--- src/rtl/demux12_pkg.sv ---
// demux12_pkg: shared definitions for the demux12 stream demultiplexer.
//   - FSM state encodings and the state enum
//   - packet counter width / saturation value and a saturating increment helper
package demux12_pkg;

  localparam logic [1:0] ST_IDLE  = 2'd0;
  localparam logic [1:0] ST_PKT_A = 2'd1;
  localparam logic [1:0] ST_PKT_B = 2'd2;

  typedef enum logic [1:0] {
    IDLE  = ST_IDLE,
    PKT_A = ST_PKT_A,
    PKT_B = ST_PKT_B
  } state_e;

  localparam int              CNT_W   = 16;
  localparam logic [CNT_W-1:0] CNT_MAX = 16'hFFFF;

  function automatic logic [CNT_W-1:0] sat_inc(input logic [CNT_W-1:0] v);
    return (v == CNT_MAX) ? v : v + 1'b1;
  endfunction

endpackage

--- src/rtl/demux12_slice.sv ---
// demux12_slice: one-entry output register slice (VALID/DATA/LAST).
// Ports:
//   clk, rst           clock, async active-high reset
//   load               write a new beat this cycle (wins over drain)
//   ld_data, ld_last   beat to write
//   ready              downstream ready
//   valid, data, last  registered output beat
//   free               slice can take a beat this cycle (!valid || ready)
module demux12_slice
  import demux12_pkg::*;
#(
  parameter int WIDTH = 8
) (
  input  logic             clk,
  input  logic             rst,
  input  logic             load,
  input  logic [WIDTH-1:0] ld_data,
  input  logic             ld_last,
  input  logic             ready,
  output logic             valid,
  output logic [WIDTH-1:0] data,
  output logic             last,
  output logic             free
);

  logic             valid_q, valid_d;
  logic [WIDTH-1:0] data_q,  data_d;
  logic             last_q,  last_d;

  always_comb begin
    valid_d = valid_q;
    data_d  = data_q;
    last_d  = last_q;
    if (load) begin
      valid_d = 1'b1;
      data_d  = ld_data;
      last_d  = ld_last;
    end else if (valid_q && ready) begin
      // payload is left in place; only valid drops
      valid_d = 1'b0;
    end
  end

  always_ff @(posedge clk or posedge rst) begin
    if (rst) begin
      valid_q <= 1'b0;
      data_q  <= '0;
      last_q  <= 1'b0;
    end else begin
      valid_q <= valid_d;
      data_q  <= data_d;
      last_q  <= last_d;
    end
  end

  assign valid = valid_q;
  assign data  = data_q;
  assign last  = last_q;
  assign free  = !valid_q || ready;

endmodule

--- src/rtl/demux12.sv ---
// demux12: registered, packet-aware 1-to-2 stream demultiplexer.
// The destination (IN_SEL, 0=A 1=B) is taken from the first accepted beat of
// a packet and held until its LAST beat. Each output has a one-entry slice,
// so a beat accepted in cycle n is visible on its output in cycle n+1.
// Ports:
//   CLK, RST                       clock, async active-high reset
//   IN_DATA/SEL/LAST/VALID/READY   input stream
//   A_DATA/LAST/VALID/READY        output A stream
//   B_DATA/LAST/VALID/READY        output B stream
//   A_PKTS, B_PKTS                 saturating delivered-packet counters
//                                  (only when DEMUX12_STATS_EN is defined)
// Optional feature macro: DEMUX12_STATS_EN
module demux12
  import demux12_pkg::*;
#(
  parameter int WIDTH = 8
) (
  input  logic             CLK,
  input  logic             RST,
  input  logic [WIDTH-1:0] IN_DATA,
  input  logic             IN_SEL,
  input  logic             IN_LAST,
  input  logic             IN_VALID,
  output logic             IN_READY,
  output logic [WIDTH-1:0] A_DATA,
  output logic             A_LAST,
  output logic             A_VALID,
  input  logic             A_READY,
  output logic [WIDTH-1:0] B_DATA,
  output logic             B_LAST,
  output logic             B_VALID,
  input  logic             B_READY
`ifdef DEMUX12_STATS_EN
  ,
  output logic [CNT_W-1:0] A_PKTS,
  output logic [CNT_W-1:0] B_PKTS
`endif
);

  state_e state_q, state_d;
  logic   target_b;
  logic   a_free, b_free;
  logic   accept, load_a, load_b;

  // Inside a packet the locked destination wins; IN_SEL only matters in IDLE.
  always_comb begin
    target_b = 1'b0;
    case (state_q)
      IDLE:    target_b = IN_SEL;
      PKT_B:   target_b = 1'b1;
      default: target_b = 1'b0;
    endcase
  end

  assign IN_READY = target_b ? b_free : a_free;
  assign accept   = IN_VALID && IN_READY;
  assign load_a   = accept && !target_b;
  assign load_b   = accept &&  target_b;

  always_comb begin
    state_d = state_q;
    if (accept) begin
      case (state_q)
        IDLE:    if (!IN_LAST) state_d = IN_SEL ? PKT_B : PKT_A;
        default: if (IN_LAST)  state_d = IDLE;
      endcase
    end
  end

  always_ff @(posedge CLK or posedge RST) begin
    if (RST) state_q <= IDLE;
    else     state_q <= state_d;
  end

  demux12_slice #(.WIDTH(WIDTH)) u_slice_a (
    .clk     (CLK),
    .rst     (RST),
    .load    (load_a),
    .ld_data (IN_DATA),
    .ld_last (IN_LAST),
    .ready   (A_READY),
    .valid   (A_VALID),
    .data    (A_DATA),
    .last    (A_LAST),
    .free    (a_free)
  );

  demux12_slice #(.WIDTH(WIDTH)) u_slice_b (
    .clk     (CLK),
    .rst     (RST),
    .load    (load_b),
    .ld_data (IN_DATA),
    .ld_last (IN_LAST),
    .ready   (B_READY),
    .valid   (B_VALID),
    .data    (B_DATA),
    .last    (B_LAST),
    .free    (b_free)
  );

`ifdef DEMUX12_STATS_EN
  logic [CNT_W-1:0] a_pkts_q, a_pkts_d;
  logic [CNT_W-1:0] b_pkts_q, b_pkts_d;

  // A packet counts when its LAST beat is written into the slice.
  always_comb begin
    a_pkts_d = a_pkts_q;
    b_pkts_d = b_pkts_q;
    if (load_a && IN_LAST) a_pkts_d = sat_inc(a_pkts_q);
    if (load_b && IN_LAST) b_pkts_d = sat_inc(b_pkts_q);
  end

  always_ff @(posedge CLK or posedge RST) begin
    if (RST) begin
      a_pkts_q <= '0;
      b_pkts_q <= '0;
    end else begin
      a_pkts_q <= a_pkts_d;
      b_pkts_q <= b_pkts_d;
    end
  end

  assign A_PKTS = a_pkts_q;
  assign B_PKTS = b_pkts_q;
`endif

endmodule

--- config.mk ---
export PLATFORM = sky130hd
export DESIGN_NAME = demux12
export DESIGN_NICKNAME = d
export VERILOG_FILES = /design/src/rtl/demux12_pkg.sv /design/src/rtl/demux12_slice.sv /design/src/rtl/demux12.sv
export SDC_FILE = /design/constraint.sdc
export NUM_CORES = 1
export LEC_CHECK = 0
export ABC_AREA = 1
export CAP_MARGIN = 15
export CORE_UTILIZATION = 45
export DETAILED_ROUTE_END_ITERATION = 16
export PLACE_DENSITY = 0.81
export SLEW_MARGIN = 10
export SYNTH_ARGS = -nofsm -noshare
export SYNTH_HDL_FRONTEND = slang
export SYNTH_SLANG_ARGS = --single-unit
--- constraint.sdc ---
create_clock -name CLK -period 1.85 [get_ports CLK]
set_input_delay 0.4625 -clock CLK [delete_from_list [all_inputs] [get_ports CLK]]
set_output_delay 0.4625 -clock CLK [all_outputs]
set_load 0.02 [all_outputs]
Word level (Yosys, flattened, before mapping)
Index checks and enable logic that the tools add are counted.
- eq/ne operators: 2
- mux-type cells: 10
- reduce and logical (&&, ||, !) cells: 15
- operators by type and width (kind ; count):
    2-bit 2-to-1 mux ; 4
    2-bit nonzero test ; 3
    1-bit logical AND ; 5
    1-bit 2-to-1 mux ; 5
    1-bit zero test ; 3
    3-bit AND reduction ; 1
    2-bit equality test, second input constant ; 1
    2-bit zero test ; 1
    1-bit logical OR ; 2
    2-bit != test, second input constant ; 1
    1-bit case mux with 2 select lines ; 1
- register bits after elaboration: 22
- input bits: 15
- output and inout port bits: 21
- logic and storage cells: 34

Longest topological paths before layout
Gate-level depths: netlist of run 1.
- depth after elaboration: 6
- depth in mapped cells: 7
- mapped depth without buffers: 7

Modules after synthesis
Synthesis of run 1 repeated with hierarchy kept, for this count alone.
- cell total of the unflattened synthesis: 113
- area total of the unflattened synthesis: 940.9 sq um
- modules (own cells, without submodules) (module ; times used ; cells an instance ; area each (sq um) ; sequential area each (sq um)):
    demux12_slice ; 2 ; 43 ; 381.6 ; 250.2
    demux12 ; 1 ; 27 ; 177.7 ; 50.0

Worst setup path before layout of run 1
OpenSTA, ideal clock, no wires.
- kind: in2out
- from: input port IN_SEL
- to: output port IN_READY
- arrival: 899 ps
- required time: 1387 ps
- path slack: 488 ps
- stages on the path: 3
- buffers on the path: 0
- cells stage by stage: o21ai_2 -> nand2_1 -> nand2_1
- cells in the longest elaborated chain, start to end: 2
- ends and longest elaborated chain (what ; RTL line ; text):
    from (decl) ; demux12.sv:21 ; input logic IN_SEL,
    1-bit case mux with 2 select lines ; demux12.sv:48 ; case (state_q)
    1-bit 2-to-1 mux ; demux12.sv:55 ; assign IN_READY = target_b ? b_free : a_free;
    to (decl) ; demux12.sv:24 ; output logic IN_READY,
Every way passes these cells.

Worst setup path in the final report of run 1
- from: register u_slice_a.data_q[2], in the netlist u_slice_a.data[2]
- to: output port A_DATA[2]
- RTL lines (what ; RTL line ; text):
    from (decl) ; demux12_slice.sv:27 ; logic [WIDTH-1:0] data_q, data_d;
    from (signal assigned) ; demux12_slice.sv:51 ; data_q <= data_d;
    to (decl) ; demux12.sv:25 ; output logic [WIDTH-1:0] A_DATA,
No word-level cell between the ends.

==> flow_summary.yaml, run 1 <==
outcome:
  status: "complete, no violations"
drt:
  vias: 791
  routed_wirelength_mm: 1.96
  drt_first_pass_iters: 4
  routedWlPerCell_microns: 11.5
  drtIter0Drc: 13
  viasPerCell: 4.65
  drc_errors: 0
  ant_nets: 0
sta:
  setup_slack_ns: 0.0633
  hold_viol: 0
  slew_violations: 0
  setup_viol: 0
  slew_headroom_pct: 79.6
  grt_setup_unrepaired: "no"
  worst_slew_pin_slew_ns: 0.305
  timing.fmax_mhz: 560
  period_share_pct: 96.6
  fin_skew_ns: 0.0106
  min_period_ns: 1.79
clock_network:
  path_clk_slew_ns: 0.13
  cts_tree: "yes"
  cts-root-buf: "clkbuf_4"
  cts.sinks: 22
  cts-htree-levels: 1
  cts_setup_buffers: 0
  clk_path_buf_depth: 2
  numCtsBuffers: 3
  hold_buffers: 0
  clk_latency_ns: 0.31
logic_synthesis:
  synth.avg_cell_area_sq_um: 10.0
  ys.flop_type: "dfrtp_1"
  syn-cell-area_sq_um: 991
  yosysSeqAreaShare_pct: 55.6
  syn_inst: 99
  ys_top_cells_by_count: "nand2_1, dfrtp_1, o21ai_2, inv_1, nand3_1"
  ys_ff_latch: 22
  yosysMostFrequentCell: "nand2_1"
  synth_top_area_cell: "dfrtp_1"
  ys_async_sr_fraction_pct: 100
  synth_area_leaders: "dfrtp_1, o21ai_2, nand2_1"
  yosysTopAreaCellShare_pct: 55.6
  synth_cell_types: 12
  synth_edf_count: 0
  syn-num-nets: 114
  yosys_warnings: 0
placement:
  hpwl_mm: 1.44
  routabilityCongestion: 0.813
  portBuffers: 35
  place_ws_ns: -0.499
  post_dp_cell_area_sq_um: 1420
setup_path:
  critPathArrivalTime_ns: 1.32
  worst-setup-path-type: "reg -> out"
  path_max_fanout: 2
  crit_buf_inv: 1
  slowest_delay_ns: 0.61
  critPathLaunchType: "flop"
  required_ns: 1.39
  crit_start: "u_slice_a.data[2]"
  path_cells: "clkdlybuf4s50_1"
  timing.critical_path.max_delay_family: "buffers and inverters"
  r2r_start: "state_q[1]"
  end_kind: "primary output"
  slowest_stage: "clkdlybuf4s50_1"
global_routing:
  grt_use_total_pct: 19.5
  grt_start_max_net_pins: 23
  first_global_vias: 821
  grt-ovfl-total: 0
  grt_first_pass_wirelength_mm: 3.48
  antenna_found_initial: 0
die:
  coreArea_sq_um: 2020
  initial_core_util_pct: 49.0
  num_rows: 16
  die_w_microns: 48.9
  dieArea_sq_um: 2390
  io_pins: 36
  dieHeight_microns: 48.9
hold_path:
  hp-class: "in -> async"
pwr:
  p_per_area_nw_per_um2: 1710
  p_sw_share_pct: 38.5
  clkPwrFrac_pct: 14.6
  leakagePower_uw: 0.000717
  intPower_uw: 1550
  netSwitchingPower_uw: 970
  seqPwrFrac_pct: 32.9
  p_comb_share_pct: 52.5
  vdd.ir_drop.worst_uv: 1150
layout:
  diodes: 0
  drive_above_1_share_pct: 25.2
  syn_to_final_growth_pct: 48.6
  nets: 159
  fin_area_sq_um: 1470
run:
  maxCapViolations: 0
## per-stage QoR
step / power, uW / utilization [%] / instances / hold slack (ns) / TNS (ns)
5_1_grt: 2670 / 72.8 / 170 / 0.506 / 0
6_report: 2520 / 72.8 / 170 / 0.474 / 0
2_1_floorplan: 1550 / - / 99 / 0.452 / 0
3_5_place_dp: 2160 / 70.1 / 166 / 0.472 / -0.499
4_1_cts: 2540 / 72.5 / 170 / 0.488 / 0
3_3_place_gp: 2120 / 70.1 / 166 / 0.466 / -0.451
## state kept, by name, summed over array words and instances, names as in the netlist
register,cells
u_slice_a.data,8
u_slice_b.last,1
u_slice_b.valid,1
u_slice_a.last,1
u_slice_a.valid,1
state_q,2
u_slice_b.data,8
## power by group through the flow
| stage | clock network (uW) | registers (uW) | logic, uW |
|---|---|---|---|
| floorplan | 0 | 1080 | 472 |
| global placement | 0 | 824 | 1300 |
| detailed placement | 0 | 833 | 1330 |
| CTS | 380 | 833 | 1330 |
| global route | 394 | 857 | 1420 |
| finish | 368 | 829 | 1320 |
## cell families (layout without fill, tap and decap cells)
| family | Yosys count | count (layout) | synth area share [%] |
|---|---|---|---|
| AO/OA/AOI/OAI | 19 | 19 | 16.8 |
| flip-flops | 22 | 22 | 55.6 |
| AND/OR/NAND/NOR | 41 | 41 | 19.7 |
| buffers and inverters | 17 | 61 | 7.95 |
## final timing paths
kind                                     endpoint  slack (ns)  cells past startpoint
worst max-delay path                    A_DATA[2]        0.06                      1
worst min-delay path               u_slice_b.last        0.47                      3
worst max register to register  u_slice_a.data[6]        0.61                      5
worst min register to register  u_slice_b.data[4]        0.50                      2
max in group asynchronous         u_slice_a.valid        1.15                      3
min in group CLK                u_slice_b.data[4]        0.50                      2
## cells in the final DEF, fill, tap and decap left out
cell             count
bufinv_16            1
buf_12               1
inv_1               14
dlygate4sd2_1        1
o21ai_2             19
buf_4                6
nand2_1             30
nand4_4              1
clkdlybuf4s50_1     33
nor2_1               2
clkbuf_4             3
inv_2                1
nand3_4              1
nand4_1              1
nand3_1              4
buf_6                1
dfrtp_1             22
nand2_2              2
## metal layers
metal  track usage, %  vias to the layer above  routed length, microns
met3             2.80                        5                      95
met5                0                        -                       0
met2             33.8                       29                     905
met1             23.3                      356                     914
met4             10.3                        0                      40
li1                 -                      401                       -
## cell type report
class	count	area (sq um)
multi-input cells	60	364
flip-flops and latches	22	551
clock inverters	1	30.0
inverters	15	56.3
clock buffers	3	22.5
repair buffers	42	415
well taps	27	33.8
fillers	150	549
## what timing repair did
item	in CTS	in global routing
endpoints found under the hold margin	0	0
endpoints found under the setup margin	1	1
pin swaps	0	1
resized for setup	6	2
Power figures use the tool's default switching activity.
==> run 2, diff against run 1 <==
DONT_BUFFER_PORTS = 1   (was default)
PLACE_DENSITY = default   (was 0.81)
==> run 2 against run 1 <==
Die area unchanged. Routed wire length is 16% lower. Largest power group is now sequential cells. Non-clock buffer count shrank 41. Sequential power up 33%. Critical path depth rose by 2. Count of clock-buffer cells in the layout unchanged. Combinational power fell by 61%. Largest cell class unchanged. Critical endpoint is now IN_READY. Register-to-register slack got worse by 0.10 ns. Total power shrank 22%. Maximum frequency increased by 3.3%. Worst hold slack worse by 0.42 ns. First-iteration DRC count shrank 69%.
==> flow_summary.yaml, run 2 (synthesis gave the netlist of run 1 again) <==
drt:
  viasPerCell: 5.01
  vias: 646
  drtIter0Drc: 4
  ant_nets: 0
  drc_errors: 0
  routedWlPerCell_microns: 12.8
  routed_wirelength_mm: 1.65
  drt_first_pass_iters: 4
sta:
  fin_skew_ns: 0.00983
  setup_slack_ns: 0.120
  fin_setup_tns_ns: 0
  fin_hold_ws_ns: 0.0572
  hold_viol: 0
  period_share_pct: 93.5
  slew_violations: 0
  timing.fmax_mhz: 578
  worst_slew_pin_slew_ns: 0.353
  min_period_ns: 1.73
  grt_setup_unrepaired: "no"
  slew_headroom_pct: 76.4
  setup_viol: 0
clock_network:
  cts.sinks: 22
  cts_resized: 0
  numCtsBuffers: 3
  path_clk_slew_ns: 0.13
  cts-htree-levels: 1
  cts_setup_buffers: 0
  cts_tree: "yes"
  hold_buffers: 0
  clk_latency_ns: 0.30
  cts-root-buf: "clkbuf_4"
  clk_path_buf_depth: 2
global_routing:
  antenna_found_initial: 0
  grt_first_pass_wirelength_mm: 2.77
  grt_use_total_pct: 15.7
  grt-ovfl-total: 0
  first_global_vias: 592
  grt_start_max_net_pins: 23
pwr:
  seqPwrFrac_pct: 55.6
  p_per_area_nw_per_um2: 1860
  p_sw_share_pct: 44.1
  leakagePower_uw: 0.000547
  intPower_uw: 1100
  vdd.ir_drop.worst_uv: 1100
  netSwitchingPower_uw: 870
  clkPwrFrac_pct: 18.5
  p_comb_share_pct: 25.9
layout:
  final.fill_count: 199
  syn_to_final_growth_pct: 7.20
  nets: 118
  instances_no_fill: 129
  diodes: 0
  final_cell_mix: "nand2_1, dfrtp_1, o21ai_2"
  final_util_pct: 52.5
  final_common_cell: "nand2_1"
  drive_above_1_share_pct: 27.5
run:
  maxCapViolations: 0
die:
  io_pins: 36
  coreArea_sq_um: 2020
  dieArea_sq_um: 2390
  num_rows: 16
  die_w_microns: 48.9
  dieHeight_microns: 48.9
  initial_core_util_pct: 49.0
setup_path:
  critPathLaunchType: "flop"
  reg2reg_depth: 6
  path_max_fanout: 4
  path_cells: "nand2_1, nand3_1, nand2_1"
  slowest_stage: "dfrtp_1"
  required_ns: 1.39
  crit_top_cell: "nand2_1"
  slowest_delay_ns: 0.47
  crit_buf_inv: 0
  timing.critical_path.max_delay_family: "simple AND/OR/NAND/NOR gates"
  crit_cells: 3
  critPathArrivalTime_ns: 1.27
  end_kind: "primary output"
  worst-setup-path-type: "reg -> out"
placement:
  routabilityCongestion: 0.767
  place_ws_ns: 0.431
  placedCellCount: 125
  portBuffers: 0
  hpwl_mm: 1.21
hold_path:
  hp-class: "in -> async"
outcome:
  status: "complete, no violations"
[run 2: changes by cell type in the layout (fill, tap and decap cells not counted), sizes merged]
cell / change
clkdlybuf4s50: -33
buf: -7
dlygate4sd2: -1
[run 2: path summary, 6_finish.rpt]
path,startpoint,to,slack (ns)
max,u_slice_b.valid,IN_READY,0.12
min,RST,u_slice_b.data[7],0.06
max reg2reg,u_slice_b.valid,state_q[1],0.51
min reg2reg,state_q[0],state_q[0],0.52
max in group asynchronous,RST,u_slice_b.valid,1.57
min in group CLK,IN_VALID,state_q[1],0.32
[run 2: layout make-up]
cell class,instances,area [sq um],area share [%]
clock buffers,3,22.5,2.12
clock inverters,1,30.0,2.83
inverters,15,56.3,5.30
multi-input cells,60,362,34.0
flip-flops and latches,22,551,51.8
well taps,27,33.8,3.18
repair buffers,1,7.51,0.707
[run 2: worst register-to-register path: cells and delay by family (launching register included)]
kind / cells / cell delay (ns)
flops: 1 / 0.47
simple gates: 6 / 0.77
[run 2: stage by stage]
step                total power, uW  instance area, sq um
finish                         1970                  1060
global route                   2100                  1060
CTS                            2000                  1060
detailed placement             1640                  1010
global placement               1610                  1010
floorplan                      1550                   991
[run 2: power by group through the flow]
| stage | Clock [uW] | Combinational, uW | Sequential (uW) |
|---|---|---|---|
| 2_1_floorplan | 0 | 472 | 1080 |
| 3_3_place_gp | 0 | 502 | 1110 |
| 3_5_place_dp | 0 | 522 | 1110 |
| 4_1_cts | 374 | 522 | 1100 |
| 5_1_grt | 384 | 591 | 1120 |
| 6_report | 365 | 512 | 1100 |
[run 2: routing by layer]
metal  track usage, %  part of all wire, %
met5                0                    0
met4             5.88                 0.73
met3             6.54                  6.8
met2             24.3                   47
met1             19.5                   45
==> run 3, diff against run 2 <==
ABC_CLOCK_PERIOD_IN_PS = 1850   (was default)
SYNTH_HIERARCHICAL = 1   (was default)
==> run 3 against run 2 <==
Combinational power shrank 15%. Global-route usage shrank 0.29 points. Total power shrank 11%. Sequential share of layout area grew 3.2 points. Die area shrank 4.8%.
==> flow_summary.yaml, run 3 <==
setup_path:
  r2r-end: "u_slice_a/data[5]"
  reg2reg_depth: 6
  critPathLaunchType: "flop"
  end_kind: "primary output"
  required_ns: 1.39
  worst-setup-path-type: "reg -> out"
  path_max_fanout: 4
  r2r_start: "u_slice_a/valid"
  critPathArrivalTime_ns: 1.17
  r2r_slack_ns: 0.56
placement:
  portBuffers: 0
  routabilityCongestion: 0.752
  placedCellCount: 140
  hpwl_mm: 1.37
  place_ws_ns: 0.553
  post_dp_cell_area_sq_um: 967
layout:
  syn_to_final_growth_pct: 6.25
  final.fill_count: 207
  diodes: 0
  fin_area_sq_um: 1000
  instances_no_fill: 144
  multi_input_area_sq_um: 327
  regArea_sq_um: 551
  final_common_cell: "nand2_1"
  drive_above_1_share_pct: 12.8
  nets: 134
  final_cell_mix: "nand2_1, dfrtp_1, inv_1"
clock_network:
  cts.sinks: 22
  clk_path_buf_depth: 2
  clk_latency_ns: 0.30
  cts-htree-levels: 1
  numCtsBuffers: 3
  path_clk_slew_ns: 0.11
  cts_resized: 0
  cts-root-buf: "clkbuf_4"
  cts_tree: "yes"
logic_synthesis:
  syn_inst: 113
  yosysSeqAreaShare_pct: 58.5
  syn-cell-area_sq_um: 941
  ys_async_sr_fraction_pct: 100
  synth_top_area_cell: "dfrtp_1"
  yosys_warnings: 6
  yosysMostFrequentCell: "nand2_1"
  ys_ff_latch: 22
  ys.flop_type: "dfrtp_1"
  syn-num-nets: 128
  synth.avg_cell_area_sq_um: 8.33
  yosysTopAreaCellShare_pct: 58.5
  synth_cell_types: 13
  synth_edf_count: 0
  synth_area_leaders: "dfrtp_1, nand2_1, buf_6"
  ys_top_cells_by_count: "nand2_1, dfrtp_1, inv_1, inv_2, nor2_1"
outcome:
  status: "complete, no violations"
die:
  die_w_microns: 47.7
  num_rows: 16
  io_pins: 36
  dieArea_sq_um: 2280
  coreArea_sq_um: 1960
  initial_core_util_pct: 48.0
  dieHeight_microns: 47.7
global_routing:
  grt_first_pass_wirelength_mm: 2.33
  antenna_found_initial: 0
  grt_start_max_net_pins: 12
  grt-ovfl-total: 0
  grt_use_total_pct: 15.4
  first_global_vias: 557
sta:
  hold_viol: 0
  fin_skew_ns: 0.00821
  period_share_pct: 88.1
  grt_setup_unrepaired: "no"
  setup_slack_ns: 0.220
  setup_viol: 0
  timing.fmax_mhz: 614
  slew_headroom_pct: 73.5
  fin_setup_tns_ns: 0
  worst_slew_pin_slew_ns: 0.397
  min_period_ns: 1.63
  slew_violations: 0
hold_path:
  hp-class: "in -> async"
pwr:
  p_sw_share_pct: 47.0
  p_comb_share_pct: 24.9
  netSwitchingPower_uw: 822
  seqPwrFrac_pct: 63.1
  vdd.ir_drop.worst_uv: 731
  leakagePower_uw: 0.000575
  intPower_uw: 927
  clkPwrFrac_pct: 11.9
  p_per_area_nw_per_um2: 1750
drt:
  viasPerCell: 4.54
  drt_first_pass_iters: 4
  drtIter0Drc: 12
  routed_wirelength_mm: 1.76
  drc_errors: 0
  ant_nets: 0
  vias: 654
  routedWlPerCell_microns: 12.2
run:
  maxCapViolations: 0
run 3: timing repair:
action | 4_1_cts | 5_1_grt
hold endpoints to repair | 12 | 0
hold buffers | 1 | 0
buffers inserted | 0 | 0
run 3: power groups by stage:
stage	Clock [uW]	Sequential (uW)	Combinational [uW]
2_1_floorplan	0	1080	381
3_3_place_gp	0	1110	426
3_5_place_dp	0	1120	440
4_1_cts	224	1110	446
5_1_grt	238	1150	510
6_report	208	1100	436
run 3: worst max-delay path by stage:
stage / from / endpoint / cells past startpoint
2_1_floorplan: B_READY / IN_READY / 4
3_3_place_gp: u_slice_b/valid / IN_READY / 3
3_5_place_dp: u_slice_b/valid / IN_READY / 3
4_1_cts: u_slice_b/valid / IN_READY / 3
5_1_grt: u_slice_b/valid / IN_READY / 3
6_report: u_slice_b/valid / IN_READY / 3
run 3: cell type report:
| class | instances | share of cell area [%] |
|---|---|---|
| flip-flops and latches | 22 | 55.1 |
| well taps | 27 | 3.38 |
| multi-input cells | 78 | 32.7 |
| repair buffers | 3 | 2.50 |
| inverters | 11 | 4.13 |
| clock buffers | 3 | 2.25 |
run 3: logic make-up (layout without fill, tap and decap cells):
logic type / count (synthesis) / in the layout / synth area share (%)
flip-flops: 22 / 22 / 58.5
AND/OR/NAND/NOR: 77 / 77 / 34.2
AO/OA/AOI/OAI: 1 / 1 / 0.531
buffers and inverters: 13 / 17 / 6.78
run 3: per-layer routing:
layer | routed length (microns) | global-route usage (%) | vias to the layer above
li1 | - | - | 348
met1 | 823 | 20.6 | 284
met2 | 779 | 21.6 | 22
met3 | 154 | 6.79 | 0
met4 | 0 | 6.67 | 0
met5 | 0 | 0 | -
run 3: stage by stage:
| step | total power [uW] | util, % | hold slack (ns) |
|---|---|---|---|
| finish | 1750 | 51.0 | 0.0132 |
| global route | 1890 | 51.0 | 0.0182 |
| CTS | 1780 | 51.0 | 0.0115 |
| detailed placement | 1560 | 49.3 | 0.209 |
| global placement | 1540 | 49.3 | 0.206 |
| floorplan | 1460 | - | 0.204 |
run 3: worst max-delay path: stages, from the launching register on:
cell and delay [ns]:
dfrtp_1 0.47, nand2_1 0.14, nand3_2 0.12, nand2_4 0.14
